## src/rtl/rom_loader_pkg.sv

```systemverilog
// Shared definitions for the ROM image loader: FSM states, byte-count and checksum widths.
// The CHECK state exists only when ROM_LOADER_CHECKSUM_EN is defined.
package rom_loader_pkg;

  localparam int CNT_W   = 15;
  localparam int CKSUM_W = 8;

`ifdef ROM_LOADER_CHECKSUM_EN
  typedef enum logic [1:0] {
    IDLE  = 2'd0,
    LOAD  = 2'd1,
    CHECK = 2'd2,
    DONE  = 2'd3
  } state_e;
`else
  typedef enum logic [1:0] {
    IDLE  = 2'd0,
    LOAD  = 2'd1,
    DONE  = 2'd3
  } state_e;
`endif

endpackage

```

## src/rtl/rom_loader_cksum.sv

```systemverilog
// 8-bit additive checksum accumulator with clear and add-enable.
// zero_o reports whether the running sum plus the byte on data_i is zero mod 256.
module rom_loader_cksum
  import rom_loader_pkg::*;
(
  input  logic               clk,
  input  logic               reset,
  input  logic               clr_i,
  input  logic               add_i,
  input  logic [CKSUM_W-1:0] data_i,
  output logic               zero_o
);

  logic [CKSUM_W-1:0] sum_q, sum_d;
  logic [CKSUM_W-1:0] sum_with_data;

  assign sum_with_data = sum_q + data_i;
  assign zero_o        = (sum_with_data == '0);

  always_comb begin
    sum_d = sum_q;
    if (clr_i) begin
      sum_d = '0;
    end else if (add_i) begin
      sum_d = sum_with_data;
    end
  end

  always_ff @(posedge clk) begin
    if (!reset) begin
      sum_q <= '0;
    end else begin
      sum_q <= sum_d;
    end
  end

endmodule

```

## src/rtl/rom_loader.sv

```systemverilog
// Copies the flash byte stream into the C64 ROM block RAM and holds the CPU in reset until done.
// Optional trailer-byte checksum: define ROM_LOADER_CHECKSUM_EN.
module rom_loader
  import rom_loader_pkg::*;
#(
  parameter int ADDR_W      = 14,
  parameter int IMAGE_BYTES = 16384,
  parameter int BASE_ADDR   = 0
) (
  input  logic              clk,
  input  logic              reset,
  input  logic              start,
  input  logic [7:0]        byte_data,
  input  logic              byte_valid,
  output logic [ADDR_W-1:0] mem_addr,
  output logic [7:0]        mem_data,
  output logic              mem_we,
  output logic              busy,
  output logic              done,
  output logic              cpu_hold,
  output logic              chk_err
);

  state_e            state_q, state_d;
  logic [CNT_W-1:0]  cnt_q, cnt_d;
  logic [ADDR_W-1:0] addr_q, addr_d;
  logic [7:0]        data_q, data_d;
  logic              we_q, we_d;
  logic              image_full;

  assign image_full = (cnt_q == CNT_W'(IMAGE_BYTES));

`ifdef ROM_LOADER_CHECKSUM_EN
  logic chk_err_q, chk_err_d;
  logic ck_clr, ck_add, ck_zero;

  rom_loader_cksum u_cksum (
    .clk    (clk),
    .reset  (reset),
    .clr_i  (ck_clr),
    .add_i  (ck_add),
    .data_i (byte_data),
    .zero_o (ck_zero)
  );

  assign chk_err = chk_err_q;
`else
  assign chk_err = 1'b0;
`endif

  always_comb begin
    state_d = state_q;
    cnt_d   = cnt_q;
    addr_d  = addr_q;
    data_d  = data_q;
    we_d    = 1'b0;
`ifdef ROM_LOADER_CHECKSUM_EN
    chk_err_d = chk_err_q;
    ck_clr    = 1'b0;
    ck_add    = 1'b0;
`endif
    case (state_q)
      IDLE, DONE: begin
        if (start) begin
          state_d = LOAD;
          cnt_d   = '0;
`ifdef ROM_LOADER_CHECKSUM_EN
          chk_err_d = 1'b0;
          ck_clr    = 1'b0 | 1'b1;
`endif
        end
      end
      LOAD: begin
        // Completion is decided from the registered count, which puts done one cycle after the last write.
        if (image_full) begin
`ifdef ROM_LOADER_CHECKSUM_EN
          if (byte_valid) begin
            state_d   = DONE;
            chk_err_d = !ck_zero;
          end else begin
            state_d = CHECK;
          end
`else
          state_d = DONE;
`endif
        end else if (byte_valid) begin
          we_d   = 1'b1;
          addr_d = ADDR_W'(BASE_ADDR) + ADDR_W'(cnt_q);
          data_d = byte_data;
          cnt_d  = cnt_q + 1'b1;
`ifdef ROM_LOADER_CHECKSUM_EN
          ck_add = 1'b1;
`endif
        end
      end
`ifdef ROM_LOADER_CHECKSUM_EN
      CHECK: begin
        if (byte_valid) begin
          state_d   = DONE;
          chk_err_d = !ck_zero;
        end
      end
`endif
      default: state_d = IDLE;
    endcase
  end

  always_ff @(posedge clk) begin
    if (!reset) begin
      state_q <= IDLE;
      cnt_q   <= '0;
      addr_q  <= '0;
      data_q  <= '0;
      we_q    <= 1'b0;
`ifdef ROM_LOADER_CHECKSUM_EN
      chk_err_q <= 1'b0;
`endif
    end else begin
      state_q <= state_d;
      cnt_q   <= cnt_d;
      addr_q  <= addr_d;
      data_q  <= data_d;
      we_q    <= we_d;
`ifdef ROM_LOADER_CHECKSUM_EN
      chk_err_q <= chk_err_d;
`endif
    end
  end

  assign mem_addr = addr_q;
  assign mem_data = data_q;
  assign mem_we   = we_q;
  assign busy     = (state_q == LOAD)
`ifdef ROM_LOADER_CHECKSUM_EN
                  || (state_q == CHECK)
`endif
                  ;
  assign done     = (state_q == DONE);
  assign cpu_hold = (state_q != DONE);

endmodule
```

## config.mk

```make
export PLATFORM = sky130hd
export DESIGN_NAME = rom_loader
export DESIGN_NICKNAME = d
export VERILOG_FILES = /design/src/rtl/rom_loader_pkg.sv /design/src/rtl/rom_loader_cksum.sv /design/src/rtl/rom_loader.sv
export SDC_FILE = /design/constraint.sdc
export NUM_CORES = 1
export LEC_CHECK = 0
export BUFFER_PORTS_ARGS = -buffer_cell sky130_fd_sc_hd__buf_2
export CAP_MARGIN = 20
export CORE_MARGIN = 2
export CORE_UTILIZATION = 25
export DETAILED_ROUTE_END_ITERATION = 7
export GPL_TIMING_DRIVEN = 0
export RECOVER_POWER = 50
export SYNTH_ARGS = -nofsm -noshare
export SYNTH_HDL_FRONTEND = slang
export SYNTH_SLANG_ARGS = --single-unit
```

## constraint.sdc

```tcl
create_clock -name clk -period 1.92 [get_ports clk]
set_clock_uncertainty 0.05 [all_clocks]
set_input_delay 0.096 -clock clk [delete_from_list [all_inputs] [get_ports clk]]
set_output_delay 0.096 -clock clk [all_outputs]
set_load 0.01 [all_outputs]
```

* Word-level counts from Yosys, hierarchy flattened
Cells that the tools add are included.
** Operators by class
- Add/subtract/negate cells :: 1
- Eq/ne operators :: 8
- Muxes and demuxes :: 8
- Bitwise gates (word level) :: 3
- Reduce and logical (&&, ||, !) cells :: 7
** Operators by type and width (number)
- $mux W15 :: 3
- $pmux W15 S2 :: 1
- $add A15 B1 Y15 const B :: 1
- $eq A15 B15 Y1 const B :: 1
- $ne A2 B2 Y1 const B :: 4
- $mux W2 :: 2
- $pmux W2 S2 :: 1
- $reduce_and A4 Y1 :: 1
- $not A1 Y1 :: 3
- $reduce_and A3 Y1 :: 1
- $reduce_or A3 Y1 :: 1
- $eq A2 B1 Y1 const B :: 1
- $eq A2 B2 Y1 const B :: 1
- $logic_not A2 Y1 :: 1
- $ne A2 B1 Y1 const B :: 1
- $reduce_and A2 Y1 :: 1
- $reduce_bool A2 Y1 :: 1
- $reduce_or A2 Y1 :: 1
- $mux W1 :: 1
** Storage, ports and cells
- Flip-flop bits (word level) :: 40
- Bits of input ports :: 12
- Logic and storage cells :: 32

* Logic depth before layout (Yosys ltp)
- Depth in word-level cells :: 4
- Depth in mapped cells :: 7
- Mapped depth without buffers :: 6

* Least setup slack after synthesis
Ideal clock, no wire load.
- Path type :: register -> register
- Start point :: register state_q[0]
- End point :: register addr_q[10], in the netlist mem_addr[10]
- Library setup time :: 0.128 ns
- Data arrival time :: 1.673 ns
- Setup slack :: 0.070 ns
- Stages on the path, launching flop included :: 7
- Path buffers :: 1
- Clock period less this slack :: 1.850 ns
- Path through :: dfxtp_1 -> ha_1 -> nand2_1 -> a41oi_2 -> buf_2 -> mux2i_1 -> nor2_1
** On the way
- Cells in the longest elaborated chain, start to end :: 2
** RTL lines
- start, declared :: RTL line rom_loader.sv:24 : state_e state_q, state_d;
- start signal, assigned :: RTL line rom_loader.sv:119 : state_q <= state_d;
- $eq A2 B1 Y1
- named net busy :: RTL line rom_loader.sv:18 : output logic busy,
- $reduce_and A3 Y1 (no line)
- end signal, assigned :: RTL line rom_loader.sv:121 : addr_q <= addr_d;
- end, declared :: RTL line rom_loader.sv:26 : logic [ADDR_W-1:0] addr_q, addr_d;
The timed path passes the listed nets, and every way through them passes these cells.
A chain may end at the register's enable or synchronous reset.

* Final worst setup path
- Start point :: register cnt_q[1]
- End point :: register cnt_q[7]
** On the way
- Cells in the longest elaborated chain, start to end :: 4
- Elaborated cells on any way between the ends :: 7
** RTL lines
- start, declared :: RTL line rom_loader.sv:25 : logic [CNT_W-1:0] cnt_q, cnt_d;
- start signal, assigned :: RTL line rom_loader.sv:120 : cnt_q <= cnt_d;
- $add A15 B1 Y15 :: RTL line rom_loader.sv:90 : cnt_d = cnt_q + 1'b1;
- $mux W15 :: RTL line rom_loader.sv:86 : end else if (byte_valid) begin
- $mux W15 :: RTL line rom_loader.sv:75 : if (image_full) begin
- $pmux W15 S2 :: RTL line rom_loader.sv:62 : case (state_q)
Several ways; a longest one is shown, not always the timed one. The select of a mux whose other input is x is not followed.

==> impl_results.md <==
* Initial DRC count at between 80 and 90
* Classification of the worst setup path: reg -> reg
* Leak at a little under 1 nW
* Layout cells sized above 1 at between 20 and 25%
* Clock power share at a little under a third
* Top_reg_cell synth: dfxtp_1
* Maximum clock path buffer count at 2
* Final core utilization at roughly a third
* Initial antenna violation count at 0
* Crit Reg-Reg Endpoint: cnt_q[7]
* Final slew viol count at 0
* Pwr Density at between 600 and 700 mW/mm^2
* Final instance area at roughly 0.0028 mm^2
* HPWL Detailed at ~3800 um
* Worst min path class: in -> reg
* Peak Freq at approximately 0.53 GHz
* Area grow syn2layout at 32.3%
* Io pins at 39
* Largest cells by area after synthesis: dfxtp_1 (38%), mux2i_1 (11%), nor2_1 (4.4%)
* Starting density of the core at 25.8%
* Final hold violations at 0
* Via count at 1885
* Row count at 33
* Area of the core at a little over 0.008 mm^2
* Switch share at between 20% and 30%
* Hold EP: mem_we
* Syn_area_per_cell at 9.55 um^2
* Fin crit share at 97.6%
* Die height at roughly 96 um
* Critical path data required time at between 2 and 2.5 ns
* DRT Pass-1 Iters at 4
* Critical path startpoint category: flop
* Gr usage total at between 10% and 20%
* CP Capture Type: flop
* Antenna diodes at 0
* Drt wl/cell at 14.4 um
* Share of synthesized registers carrying an async set or reset at 0%
* CTS Root Cell: clkbuf_8
* Post-DP Area at between 0.002 and 0.0025 mm^2
* Hold_sp: byte_valid
* R2R depth at 7
* Max FO, Critical Path at 7
* Final setup vio count at 0
* Via density at 4.93
* First-pass GRT wire length at roughly 8600 um
* Register bit total from synthesis at 40
* Seq/Total Area, Yosys at roughly 38%
* I/O Buffers at 36
* Commonest non-fill, non-tap cell in the layout: dfxtp_1
* RSZ-0062 raised after global routing: false
* Max-slew headroom at around two thirds
* Vias in the first global route at ~1.8k
* Sequential Power Share at a little under half
* Synthesized cell area at 0.00212 mm^2
* Total gr overflow at 0
* Yosys warns at 0
* Nets at 293
* Die width at 96.1 um
* Post-synth EDFFs at 0
* Clock-pin slew on the worst setup and hold paths at 0.08 ns
* Clk_lat worst skew at 0.30 ns
* Worst r2r src: cnt_q[1]
* Max-Cap Viols at 0
* Placer Congestion at 0.859
* H-tree depth at 2
* Drt total wl at about 5500 um
* Comb pwr share at between 20 and 25%
* CTS tree: done
* Post-DRT Antenna Nets at 0
* Hold Path Depth at 3
* Clock sink total at 40
* Post-synthesis cell count at approximately 220
* # DRC at 0
* Switching pwr at 0.557 mW
* Min Tclk post-route at between 1.5 and 2 ns
* CP arrival at around 2.0 ns
* TritonCTS Buffers at 5
* Status: finished clean
* Maximum VDD drop at between 0.3 and 0.4 mV
* Synthesized net count at ~240
* Area leader, netlist: dfxtp_1
* Post-synth top area share at 37.8%
* Slew @ Worst Pin at just over 0.5 ns
* Filler cells at 851
* Commonest cells after routing, fill and taps aside: dfxtp_1 (35), clkbuf_1 (28), nor2_1 (25), mux2i_1 (23), buf_2 (12)
* Pin count of the biggest net entering global routing at 14
* Distinct cells, synth at 46
* Internal Pwr Total at between 1 and 1.5 mW
* Die area at just over 0.009 mm^2
* Setup slack, reg-to-reg at around 0.046 ns
logic make-up after synthesis:
kind of cell             synth area share [%]
AND/OR/NAND/NOR                          27.6
flip-flops                               37.8
AO/OA/AOI/OAI                            11.2
buffers and inverters                    9.44
multiplexers                             10.9
adder cells (fa/ha/maj)                  2.95
other                                   0.177
area by class of cell:
type	count	area, um^2	area share [%]
Multi-Input combinational cell	154	1260	44.8
Buffer	20	186	6.64
Clock inverter	2	15.0	0.535
Tap cell	105	131	4.68
Timing Repair Buffer	47	287	10.2
Clock buffer	6	82.6	2.94
Inverter	8	30.0	1.07
Sequential cell	40	817	29.1
registers in the layout, indices dropped and copies added, names as in the netlist:
register and cells:
mem_addr 14, cnt_q 15, mem_we 1, mem_data 8
state_q 2
Yosys cell counts (4+ instances only):
library cell,instances
a21oi_1,8
a311o_1,5
and4_1,9
buf_4,6
buf_6,4
clkbuf_1,4
clkbuf_8,4
dfxtp_1,40
ha_1,5
inv_1,7
mux2i_1,23
nand2_1,7
nand3_1,6
nand3b_1,6
nand4_1,10
nor2_1,25
nor4_1,7
o21ai_0,6
critical path: stages, from the launching register on:
cell,delay [ns]
dfxtp_4,0.38
inv_1,0.09
ha_4,0.13
nor4b_4,0.31
and4_4,0.35
buf_6,0.11
nor4_1,0.04
a311o_1,0.31
stage by stage:
stage / setup TNS (ns) / power [mW] / setup WS [ns] / cells / hold slack (ns)
CTS: 0 / 1.89 / 0.000105 / 379 / 0.117
detailed placement: -9.47 / 1.22 / -0.455 / 363 / 0.295
global route: 0 / 1.98 / 0.000855 / 382 / 0.125
global placement: -11.88 / 1.22 / -0.532 / 363 / 0.282
floorplan: 0 / 1.12 / 0.0698 / 222 / 0.193
finish: 0 / 1.88 / 0.0463 / 382 / 0.120
per-layer routing:
layer,up-vias,share of wire [%],track usage (%)
li1,927,-,-
met1,911,44,15.2
met2,40,50,20.3
met3,7,4.3,1.96
met4,0,1.6,4.29
met5,-,0,0
worst max-delay path by stage:
stage,cells after the start,endpoint,from
floorplan,6,mem_addr[10],state_q[0]
global placement,5,cnt_q[7],state_q[0]
detailed placement,5,cnt_q[11],state_q[0]
CTS,7,cnt_q[11],cnt_q[0]
global route,5,cnt_q[14],cnt_q[0]
finish,7,cnt_q[7],cnt_q[1]
power groups by stage:
stage                     Sequential (mW)  Clock [mW]  Combinational [mW]
after global routing                0.874       0.658               0.449
after global placement              0.884           0               0.332
after CTS                           0.872       0.617               0.399
after floorplan                     0.889           0               0.231
final                               0.870       0.596               0.415
after detailed placement            0.885           0               0.332
timing repair:
action | CTS | global route
endpoints found under the hold margin | 8 | 0
hold buffers | 8 | 0
cloned | 0 | 1
pin swaps | 0 | 2
setup endpoints to repair | 33 | 14
setup buffers | 0 | 2
resized for setup | 27 | 15
Power figures use the tool's default switching activity.
